===== config.mk =====
export PLATFORM = sky130hd
export DESIGN_NAME = lcd_timing_gen_flat
export DESIGN_NICKNAME = d
export VERILOG_FILES = /design/src/rtl/lcd_timing_gen_if.sv /design/src/rtl/lcd_timing_gen.sv /design/src/flat_wrapper.sv
export SDC_FILE = /design/constraint.sdc
export NUM_CORES = 1
export LEC_CHECK = 0
export ABC_CLOCK_PERIOD_IN_PS = 3100
export BUFFER_PORTS_ARGS = -buffer_cell sky130_fd_sc_hd__buf_2
export CAP_MARGIN = 40
export CORE_UTILIZATION = 35
export CTS_BUF_LIST = sky130_fd_sc_hd__clkbuf_16
export CTS_CLUSTER_SIZE = 25
export DETAILED_ROUTE_END_ITERATION = 6
export HOLD_SLACK_MARGIN = 0.06
export PLACE_DENSITY = 0.69
export RECOVER_POWER = 100
export SLEW_MARGIN = 30
export SYNTH_ARGS = -nofsm -noshare
export SYNTH_HDL_FRONTEND = slang
export SYNTH_SLANG_ARGS = --single-unit

===== constraint.sdc =====
create_clock -name clk -period 3.1 [get_ports clk]
set_input_delay 0.62 -clock clk [delete_from_list [all_inputs] [get_ports clk]]
set_output_delay 0.62 -clock clk [all_outputs]
set_load 0.005 [all_outputs]

===== src/rtl/lcd_timing_gen_if.sv =====
// Bus write port and pixel fetch port of lcd_timing_gen.
// The generator takes the slave side; the bus master / pixel source takes the master side.
interface lcd_timing_gen_if;
   logic [31:0] bus_addr;
   logic [31:0] bus_wdata;
   logic        bus_wen;
   logic        pix_req;
   logic [9:0]  pix_x;
   logic [9:0]  pix_y;
   logic [17:0] pix_data;

   modport master (
      output bus_addr, bus_wdata, bus_wen, pix_data,
      input  pix_req, pix_x, pix_y
   );

   modport slave (
      input  bus_addr, bus_wdata, bus_wen, pix_data,
      output pix_req, pix_x, pix_y
   );
endinterface


===== src/rtl/lcd_timing_gen.sv =====
// RGB666 LCD timing generator with a PIPE-deep pixel fetch pipeline.
// Define LCD_BORDER_EN to build the bus-programmable border overlay.
module lcd_timing_gen #(
   parameter int          H_SYNC      = 30,
   parameter int          H_BP        = 29,
   parameter int          H_ACT       = 320,
   parameter int          H_FP        = 29,
   parameter int          V_SYNC      = 8,
   parameter int          V_BP        = 7,
   parameter int          V_ACT       = 480,
   parameter int          V_FP        = 7,
   parameter int          CLK_DIV     = 4,
   parameter int          PIPE        = 2,
   parameter int          SYNC_POL    = 0,
   parameter logic [31:0] CTRL_ADDR   = 32'hf800_1000,
   parameter logic [31:0] BORDER_ADDR = 32'hf800_1010
) (
   input  logic            clk,
   input  logic            rst,
   lcd_timing_gen_if.slave bus,
   output logic            lcd_dotclk,
   output logic            lcd_hsync,
   output logic            lcd_vsync,
   output logic            lcd_data_en,
   output logic [17:0]     lcd_db,
   output logic            frame_start,
   output logic [15:0]     frame_count
);

   localparam int H_TOT = H_SYNC + H_BP + H_ACT + H_FP;
   localparam int V_TOT = V_SYNC + V_BP + V_ACT + V_FP;
   localparam int DIV_W = (CLK_DIV > 2) ? $clog2(CLK_DIV) : 1;

   localparam logic [DIV_W-1:0] DIV_LAST   = DIV_W'(CLK_DIV - 1);
   localparam logic [DIV_W-1:0] DIV_HALF   = DIV_W'(CLK_DIV / 2);
   localparam logic [10:0]      H_LAST     = 11'(H_TOT - 1);
   localparam logic [10:0]      V_LAST     = 11'(V_TOT - 1);
   localparam logic [10:0]      H_SYNC_END = 11'(H_SYNC);
   localparam logic [10:0]      V_SYNC_END = 11'(V_SYNC);
   localparam logic [10:0]      H_FIRST    = 11'(H_SYNC + H_BP);
   localparam logic [10:0]      H_LAST_ACT = 11'(H_SYNC + H_BP + H_ACT - 1);
   localparam logic [10:0]      V_FIRST    = 11'(V_SYNC + V_BP);
   localparam logic [10:0]      V_LAST_ACT = 11'(V_SYNC + V_BP + V_ACT - 1);
   localparam logic             SYNC_ON    = 1'(SYNC_POL);

   // One pipeline tap: sync and enable flags travelling alongside the fetch.
   typedef struct packed {
      logic hs;
      logic vs;
      logic act;
      logic brd;
   } tap_t;

   logic                enable_q, enable_d;
   logic [DIV_W-1:0]    div_q, div_d;
   logic [10:0]         hpos_q, hpos_d;
   logic [10:0]         vpos_q, vpos_d;
   tap_t [PIPE-1:0]     pipe_q, pipe_d;
   logic [15:0]         frame_count_q, frame_count_d;
   logic                dotclk_q, dotclk_d;
   logic                hsync_q, hsync_d;
   logic                vsync_q, vsync_d;
   logic                de_q, de_d;
   logic [17:0]         db_q, db_d;

   logic                ce;
   logic                active;
   logic                edge_hit;
   logic [17:0]         border_col;
   logic [10:0]         hrel, vrel;
   tap_t                tap_in, tap_out;
   logic                unused_bits;

   // Gating with rst keeps the combinational pulses low while reset is held.
   assign ce          = enable_q && (div_q == '0) && !rst;
   assign active      = (hpos_q >= H_FIRST) && (hpos_q <= H_LAST_ACT) &&
                        (vpos_q >= V_FIRST) && (vpos_q <= V_LAST_ACT);
   assign frame_start = ce && (hpos_q == '0) && (vpos_q == '0);

   assign hrel        = hpos_q - H_FIRST;
   assign vrel        = vpos_q - V_FIRST;
   assign bus.pix_req = ce && active;
   assign bus.pix_x   = hrel[9:0];
   assign bus.pix_y   = vrel[9:0];

   assign tap_in.hs   = hpos_q < H_SYNC_END;
   assign tap_in.vs   = vpos_q < V_SYNC_END;
   assign tap_in.act  = active;
   assign tap_in.brd  = active && edge_hit;
   assign tap_out     = pipe_q[PIPE-1];

`ifdef LCD_BORDER_EN
   logic [17:0] border_q, border_d;

   always_comb begin
      border_d = border_q;
      if (bus.bus_wen && (bus.bus_addr == BORDER_ADDR)) border_d = bus.bus_wdata[17:0];
   end

   always_ff @(posedge clk or posedge rst) begin
      if (rst) border_q <= 18'h3ffff;
      else     border_q <= border_d;
   end

   assign border_col  = border_q;
   assign edge_hit    = (hpos_q == H_FIRST) || (hpos_q == H_LAST_ACT) ||
                        (vpos_q == V_FIRST) || (vpos_q == V_LAST_ACT);
   assign unused_bits = ^{bus.bus_wdata[31:18], hrel[10], vrel[10]};
`else
   assign border_col  = '0;
   assign edge_hit    = 1'b0;
   assign unused_bits = ^{bus.bus_wdata[31:1], BORDER_ADDR, hrel[10], vrel[10]};
`endif

   // NOTE: every next-state value gets its default first so no latch is inferred.
   always_comb begin
      enable_d      = enable_q;
      div_d         = div_q;
      hpos_d        = hpos_q;
      vpos_d        = vpos_q;
      pipe_d        = pipe_q;
      frame_count_d = frame_count_q;
      hsync_d       = hsync_q;
      vsync_d       = vsync_q;
      de_d          = de_q;
      db_d          = db_q;

      if (bus.bus_wen && (bus.bus_addr == CTRL_ADDR)) enable_d = bus.bus_wdata[0];

      if (enable_q) div_d = (div_q == DIV_LAST) ? '0 : div_q + DIV_W'(1);

      if (ce) begin
         if (hpos_q == H_LAST) begin
            hpos_d = '0;
            vpos_d = (vpos_q == V_LAST) ? '0 : vpos_q + 11'd1;
         end else begin
            hpos_d = hpos_q + 11'd1;
         end
         pipe_d[0] = tap_in;
         for (int i = 1; i < PIPE; i++) pipe_d[i] = pipe_q[i-1];
         // The pixel requested PIPE pixel periods ago is on pix_data in this cycle.
         hsync_d = tap_out.hs ? SYNC_ON : ~SYNC_ON;
         vsync_d = tap_out.vs ? SYNC_ON : ~SYNC_ON;
         de_d    = tap_out.act;
         db_d    = !tap_out.act ? '0 : (tap_out.brd ? border_col : bus.pix_data);
      end

      if (frame_start) frame_count_d = frame_count_q + 16'd1;

      if (!enable_d) begin
         div_d         = '0;
         hpos_d        = '0;
         vpos_d        = '0;
         pipe_d        = '0;
         frame_count_d = '0;
         hsync_d       = ~SYNC_ON;
         vsync_d       = ~SYNC_ON;
         de_d          = 1'b0;
         db_d          = '0;
      end

      dotclk_d = enable_d && (div_d >= DIV_HALF);
   end

   // NOTE: state registers use non-blocking assignments so all of them sample the same pre-edge values.
   always_ff @(posedge clk or posedge rst) begin
      if (rst) begin
         enable_q      <= 1'b1;
         div_q         <= '0;
         hpos_q        <= '0;
         vpos_q        <= '0;
         pipe_q        <= '0;
         frame_count_q <= '0;
         dotclk_q      <= 1'b0;
         hsync_q       <= ~SYNC_ON;
         vsync_q       <= ~SYNC_ON;
         de_q          <= 1'b0;
         db_q          <= '0;
      end else begin
         enable_q      <= enable_d;
         div_q         <= div_d;
         hpos_q        <= hpos_d;
         vpos_q        <= vpos_d;
         pipe_q        <= pipe_d;
         frame_count_q <= frame_count_d;
         dotclk_q      <= dotclk_d;
         hsync_q       <= hsync_d;
         vsync_q       <= vsync_d;
         de_q          <= de_d;
         db_q          <= db_d;
      end
   end

   assign lcd_dotclk  = dotclk_q;
   assign lcd_hsync   = hsync_q;
   assign lcd_vsync   = vsync_q;
   assign lcd_data_en = de_q;
   assign lcd_db      = db_q;
   assign frame_count = frame_count_q;

endmodule


===== src/flat_wrapper.sv =====
// flat-port wrapper written by rule: the top's interface ports become plain ports
module lcd_timing_gen_flat 
#(
   parameter int          H_SYNC      = 30,
   parameter int          H_BP        = 29,
   parameter int          H_ACT       = 320,
   parameter int          H_FP        = 29,
   parameter int          V_SYNC      = 8,
   parameter int          V_BP        = 7,
   parameter int          V_ACT       = 480,
   parameter int          V_FP        = 7,
   parameter int          CLK_DIV     = 4,
   parameter int          PIPE        = 2,
   parameter int          SYNC_POL    = 0,
   parameter logic [31:0] CTRL_ADDR   = 32'hf800_1000,
   parameter logic [31:0] BORDER_ADDR = 32'hf800_1010
)
  (clk, rst, lcd_dotclk, lcd_hsync, lcd_vsync, lcd_data_en, lcd_db, frame_start, frame_count, bus_bus_addr, bus_bus_wdata, bus_bus_wen, bus_pix_data, bus_pix_req, bus_pix_x, bus_pix_y);
  lcd_timing_gen_if bus_i ();
  input  logic clk;
  input  logic rst;
  output logic lcd_dotclk;
  output logic lcd_hsync;
  output logic lcd_vsync;
  output logic lcd_data_en;
  output logic [17:0] lcd_db;
  output logic frame_start;
  output logic [15:0] frame_count;
  input wire logic [$bits(bus_i.bus_addr)-1:0] bus_bus_addr;
  input wire logic [$bits(bus_i.bus_wdata)-1:0] bus_bus_wdata;
  input wire logic [$bits(bus_i.bus_wen)-1:0] bus_bus_wen;
  input wire logic [$bits(bus_i.pix_data)-1:0] bus_pix_data;
  output wire logic [$bits(bus_i.pix_req)-1:0] bus_pix_req;
  output wire logic [$bits(bus_i.pix_x)-1:0] bus_pix_x;
  output wire logic [$bits(bus_i.pix_y)-1:0] bus_pix_y;
  assign bus_i.bus_addr = bus_bus_addr;
  assign bus_i.bus_wdata = bus_bus_wdata;
  assign bus_i.bus_wen = bus_bus_wen;
  assign bus_i.pix_data = bus_pix_data;
  assign bus_pix_req = bus_i.pix_req;
  assign bus_pix_x = bus_i.pix_x;
  assign bus_pix_y = bus_i.pix_y;
  lcd_timing_gen #(.H_SYNC(H_SYNC), .H_BP(H_BP), .H_ACT(H_ACT), .H_FP(H_FP), .V_SYNC(V_SYNC), .V_BP(V_BP), .V_ACT(V_ACT), .V_FP(V_FP), .CLK_DIV(CLK_DIV), .PIPE(PIPE), .SYNC_POL(SYNC_POL), .CTRL_ADDR(CTRL_ADDR), .BORDER_ADDR(BORDER_ADDR)) u_core (.clk(clk), .rst(rst), .bus(bus_i), .lcd_dotclk(lcd_dotclk), .lcd_hsync(lcd_hsync), .lcd_vsync(lcd_vsync), .lcd_data_en(lcd_data_en), .lcd_db(lcd_db), .frame_start(frame_start), .frame_count(frame_count));
endmodule

== Word-level counts from Yosys, hierarchy flattened ==
Index checks and enable logic that the tools add are counted.
Widths: inputs -> output; s select.
Storage, ports and cells
  bits in registers: 71
  logic and storage cells: 80
Cells by class
  reduce and logical (&&, ||, !) cells: 15
  $lt $le $gt $ge: 7
  add/subtract/negate cells: 6
  equal/unequal tests: 7
  mux-type cells: 27
Operators with widths (number)
  $mux 11: 7
  $mux 18: 4
  $eq 32x32->1 const B: 1
  $mux 16: 2
  $add 11x1->11 const B: 2
  $eq 11x9->1 const B: 2
  $le 11x9->1 const B: 2
  $logic_not 11->1: 2
  $add 16x1->16 const B: 1
  $mux 8: 2
  $ge 11x4->1 const B: 1
  $ge 11x6->1 const B: 1
  $lt 11x4->1 const B: 1
  $lt 11x5->1 const B: 1
  $logic_and 1x1->1: 10
  $sub 10x4->10 const B: 1
  $sub 10x6->10 const B: 1
  $mux 1: 9
  $mux 2: 3
  $ne 2x2->1 const B: 3
  $add 2x1->2 const B: 1
  $eq 2x2->1 const B: 1
  $ge 2x2->1 const B: 1
  $logic_not 2->1: 1
  other kinds (2): 2

== Depth between registers and ports, before layout ==
  word-level depth: 7
  gate-level depth with buffers: 8

== Least setup slack after synthesis ==
OpenSTA, ideal clock, no wires.
  path type: input -> register
  start: in rst
  end: reg u_core.hsync_q, in the netlist u_core.lcd_hsync
  setup slack: -0.085 ns
  setup time: 0.082 ns
  arrival: 3.103 ns
  data required time: 3.018 ns
  stages on the path: 4
  cell sequence: inv_1 > nand3_1 > clkbuf_1 > a211o_1
Between the ends
  cells in the longest elaborated chain, start to end: 3
RTL lines
  start, declared: RTL line flat_wrapper.sv:21  | input logic rst;
  $logic_not 1->1: RTL line lcd_timing_gen.sv:75  | assign ce = enable_q && (div_q == '0) && !rst;
  $logic_and 1x1->1: RTL line lcd_timing_gen.sv:75
  $ne 2x2->1 (no source line)
  end signal, assigned: RTL line lcd_timing_gen.sv:175  | hsync_q <= ~SYNC_ON;
  end signal, assigned: RTL line lcd_timing_gen.sv:187  | hsync_q <= hsync_d;
  end, declared: RTL line lcd_timing_gen.sv:61  | logic hsync_q, hsync_d;
No other way between the ends.
A chain may end at the register's enable or synchronous reset.

== Final worst setup path ==
  start: reg u_core.vpos_q[5]
  end: out bus_pix_req
Between the ends
  cells in the longest elaborated chain, start to end: 4
RTL lines
  start, declared: RTL line lcd_timing_gen.sv:57  | logic [10:0] vpos_q, vpos_d;
  start signal, assigned: RTL line lcd_timing_gen.sv:183  | vpos_q <= vpos_d;
  $ge 11x4->1: RTL line lcd_timing_gen.sv:77  | (vpos_q >= V_FIRST) && (vpos_q <= V_LAST_ACT);
  $logic_and 1x1->1: RTL line lcd_timing_gen.sv:76  | assign active = (hpos_q >= H_FIRST) && (hpos_q <= H_LAST_ACT) &&
  $logic_and 1x1->1 *: RTL line lcd_timing_gen.sv:77
  $logic_and 1x1->1 *: RTL line lcd_timing_gen.sv:82  | assign bus.pix_req = ce && active;
  end, declared: RTL line flat_wrapper.sv:33  | output wire logic [$bits(bus_i.pix_req)-1:0] bus_pix_req;
Mark *: on every way between the ends. The rest lies on a longest branch, timed or not.

==> summary.md <==
| Metric | Value |
|---|---|
| Peak supply drop | 0.255 mV |
| CTS H-tree depth | 3 |
| Reg clk slew, reported paths | 0.06 ns |
| Vias | 3700 |
| Cell Int Power | 1630 uW |
| Synth top area cells | dfrtp_1 (42%), a21oi_1 (6.2%), nand2_1 (4.8%) |
| Cells after synthesis | 452 |
| Worst setup EP type | output pin |
| Post-synth top area cell | dfrtp_1 |
| Starting Density | 0.363 |
| Reg2Reg Depth | 6 |
| Initial drt markers | 254 |
| Diode count | 0 |
| Layout cell share with drive strength beyond 1 | 0.189 |
| Final Setup Violations | 0 |
| I/O pin count | 145 |
| Hold_sp | u_core.lcd_db[5] |
| Max Cap Viol | 0 |
| Worst EP required | 2.48 ns |
| Die Height | 109 um |
| Vias in the first global route | 3470 |
| Worst-Skew Late Latency | 0.33 ns |
| Reg power frac | 0.443 |
| Syn. warnings | 0 |
| Initial DRT Pass Iterations | 4 |
| Hold depth | 2 |
| CTS tree | built |
| Cell Area, Placed | 4670 um2 |
| Post-route clock period utilization | 0.942 |
| Unique cell type count in the Yosys netlist | 51 |
| RR Endpoint | u_core.vpos_q[10] |
| Worst hold-check path type | reg2reg |
| Hold EP | u_core.lcd_db[5] |
| Crit path time final | 2.92 ns |
| Antenna violations before repair | 0 |
| Most frequent cells in the layout | dfrtp_1 (66), buf_2 (65), nand2_1 (51) |
| Critical Path Start Type | register |
| Post-synth EDFFs | 0 |
| Status | finished clean |
| Global Route Usage Sum | 0.179 |
| Sw Share | 0.199 |
| Worst slew margin | 0.0602 |
| Synth Register Bits | 69 |
| FF-to-FF setup slack | 0.65 ns |
| Fin. Hold Viols | 0 |
| Die ar. | 11800 um2 |
| Most common cell after layout, fill and taps aside | dfrtp_1 |
| WL final | 10100 um |
| CTS sink count | 69 |
| Share of the yosys chip area belonging to registers | 0.436 |
| Post-Layout Inst Area | 4880 um2 |
| PD cells | 416 nW/um2 |
| Main flop type after synthesis | dfrtp_1 |
| ANT nets after route | 0 |
| Global-route wire length before repair | 16600 um |
| Synth top area share | 0.416 |
| Critical setup path kind | reg2out |
| Static leakage | 0.00192 uW |
| CP Max Fanout | 12 |
| # Post-CTS Setup Buffers | 0 |
| Die W | 109 um |
| Layout Nets | 644 |
| Drt drc | 0 |
| Slew @ Worst Pin | 1.41 ns |
| Comb pwr share | 0.027 |
| Setup TNS | 0 ns |
| DR WL/cell | 14.5 um |
| Port-buffer cells | 113 |
| Placement row count | 38 |
| Clock Skew | 0.00785 ns |
| Netlist Area Pre-Place | 3970 um2 |
| FMAX | 0.343 GHz |
| Final GP Congestion | 0.872 |
| Slew Limit Fails | 0 |
| CTS Buf Count | 9 |
| Area grow syn2layout | 23.0% |
| RSZ-0062 raised after global routing | false |
| Pin count of the biggest net entering global routing | 70 |
| Reg-to-Reg Start | u_core.hpos_q[1] |
| Detailed placer's ending HPWL | 7130 um |
| Clock root cell | clkbuf_16 |
| Vias/cell | 5.32 |
| Post_cts resized | 0 |
| Synthesized Nets | 545 |
| Arr. time, crit path | 2.30 ns |
| Post-synth ARST share | 1.00 |
| Syn avg cell area | 8.78 um2 |
| NetSw | 405 uW |
| Hold_buf cts | 0 |
| Clock buffer depth | 2 |
| CORE AREA | 10900 um2 |
| Clock share of power | 0.530 |
| Congestion Overflow GR | 0 |
## cell usage after synthesis (3+ instances only)
master and instances:
dfrtp_1 66, nand2_1 51, a21oi_1 49, nand3_1 38, nor2_1 36, clkbuf_1 24
o21ai_0 19, xnor2_1 18, nor3_1 13, xor2_1 12, inv_1 11, nor4_1 10
nand4_1 9, or3_1 9, and3_1 8, ha_1 8, or4_1 6, and4_1 5
a31oi_1 4, and2_1 4, buf_2 4, mux2i_1 4, buf_6 3, clkbuf_2 3
dfstp_2 3
## cell type report
class                   instances  area [um2]
well taps                     140         175
repair buffers                123         578
multi-input cells             337        2040
fillers                      1089        6050
clock inverters                 7        90.1
flip-flops and latches         69        1730
inverters                      11        42.5
clock buffers                   9         225
## cells by family after synthesis
logic type | count (synthesis) | synth area share
AOI/OAI and AO/OA | 83 | 0.115
buffers and inverters | 46 | 0.0514
adders and majority gates | 8 | 0.0252
muxes | 4 | 0.0101
DFF | 69 | 0.436
xor gates and xnor gates | 30 | 0.0662
and+or+nand+nor | 212 | 0.296
## registers in the layout (all words and copies together), names as in the netlist, 2 cells and up
signal	flops
u_core.pipe_q	6
u_core.vpos_q	11
u_core.div_q	2
u_core.lcd_db	18
u_core.hpos_q	11
u_core.frame_count	16
## per-layer routing
layer	share of wire	wire length [um]	track usage
met5	0	0	0
met3	0.059	595	0.0368
met1	0.44	4410	0.230
met4	0.0080	81	0.0676
met2	0.50	4990	0.296
## critical path, cell delays in order (launching register included)
cell and delay (ns):
dfrtp_1 0.50, or4_1 0.63, nor3_1 0.36, o211ai_1 0.18, nand4_1 0.14, inv_1 0.05
clkbuf_2 0.12
## metrics by stage
stage / hold slack (ns) / utilization / total power (uW) / worst slack, ns / std cells
finish: 0.512 / 0.447 / 2030 / 0.181 / 696
global route: 0.530 / 0.447 / 2110 / 0.0188 / 696
CTS: 0.408 / 0.456 / 2070 / 0.203 / 696
detailed placement: 0.509 / 0.427 / 978 / 0.572 / 680
global placement: 0.503 / 0.425 / 971 / 0.623 / 679
floorplan: 0.497 / - / 934 / 0.397 / 452
## power groups by stage
stage | combinational, uW | clock [uW] | sequential, uW
3_5_place_dp | 60.9 | 0 | 917
3_3_place_gp | 54.2 | 0 | 917
2_1_floorplan | 16.3 | 0 | 917
6_report | 54.2 | 1080 | 901
4_1_cts | 61.1 | 1110 | 901
5_1_grt | 61.4 | 1150 | 900
## worst max-delay path by stage
stage | slack, ns | startpoint | endpoint | depth (start not counted)
after floorplan | 0.40 | rst | u_core.hpos_q[8] | 5
after global placement | 0.62 | u_core.vpos_q[5] | bus_pix_req | 6
after detailed placement | 0.57 | u_core.vpos_q[5] | bus_pix_req | 6
after CTS | 0.20 | u_core.vpos_q[5] | bus_pix_req | 6
after global routing | 0.02 | u_core.vpos_q[5] | bus_pix_req | 6
final | 0.18 | u_core.vpos_q[5] | bus_pix_req | 6
No activity file was read; power rests on OpenSTA's default activity.
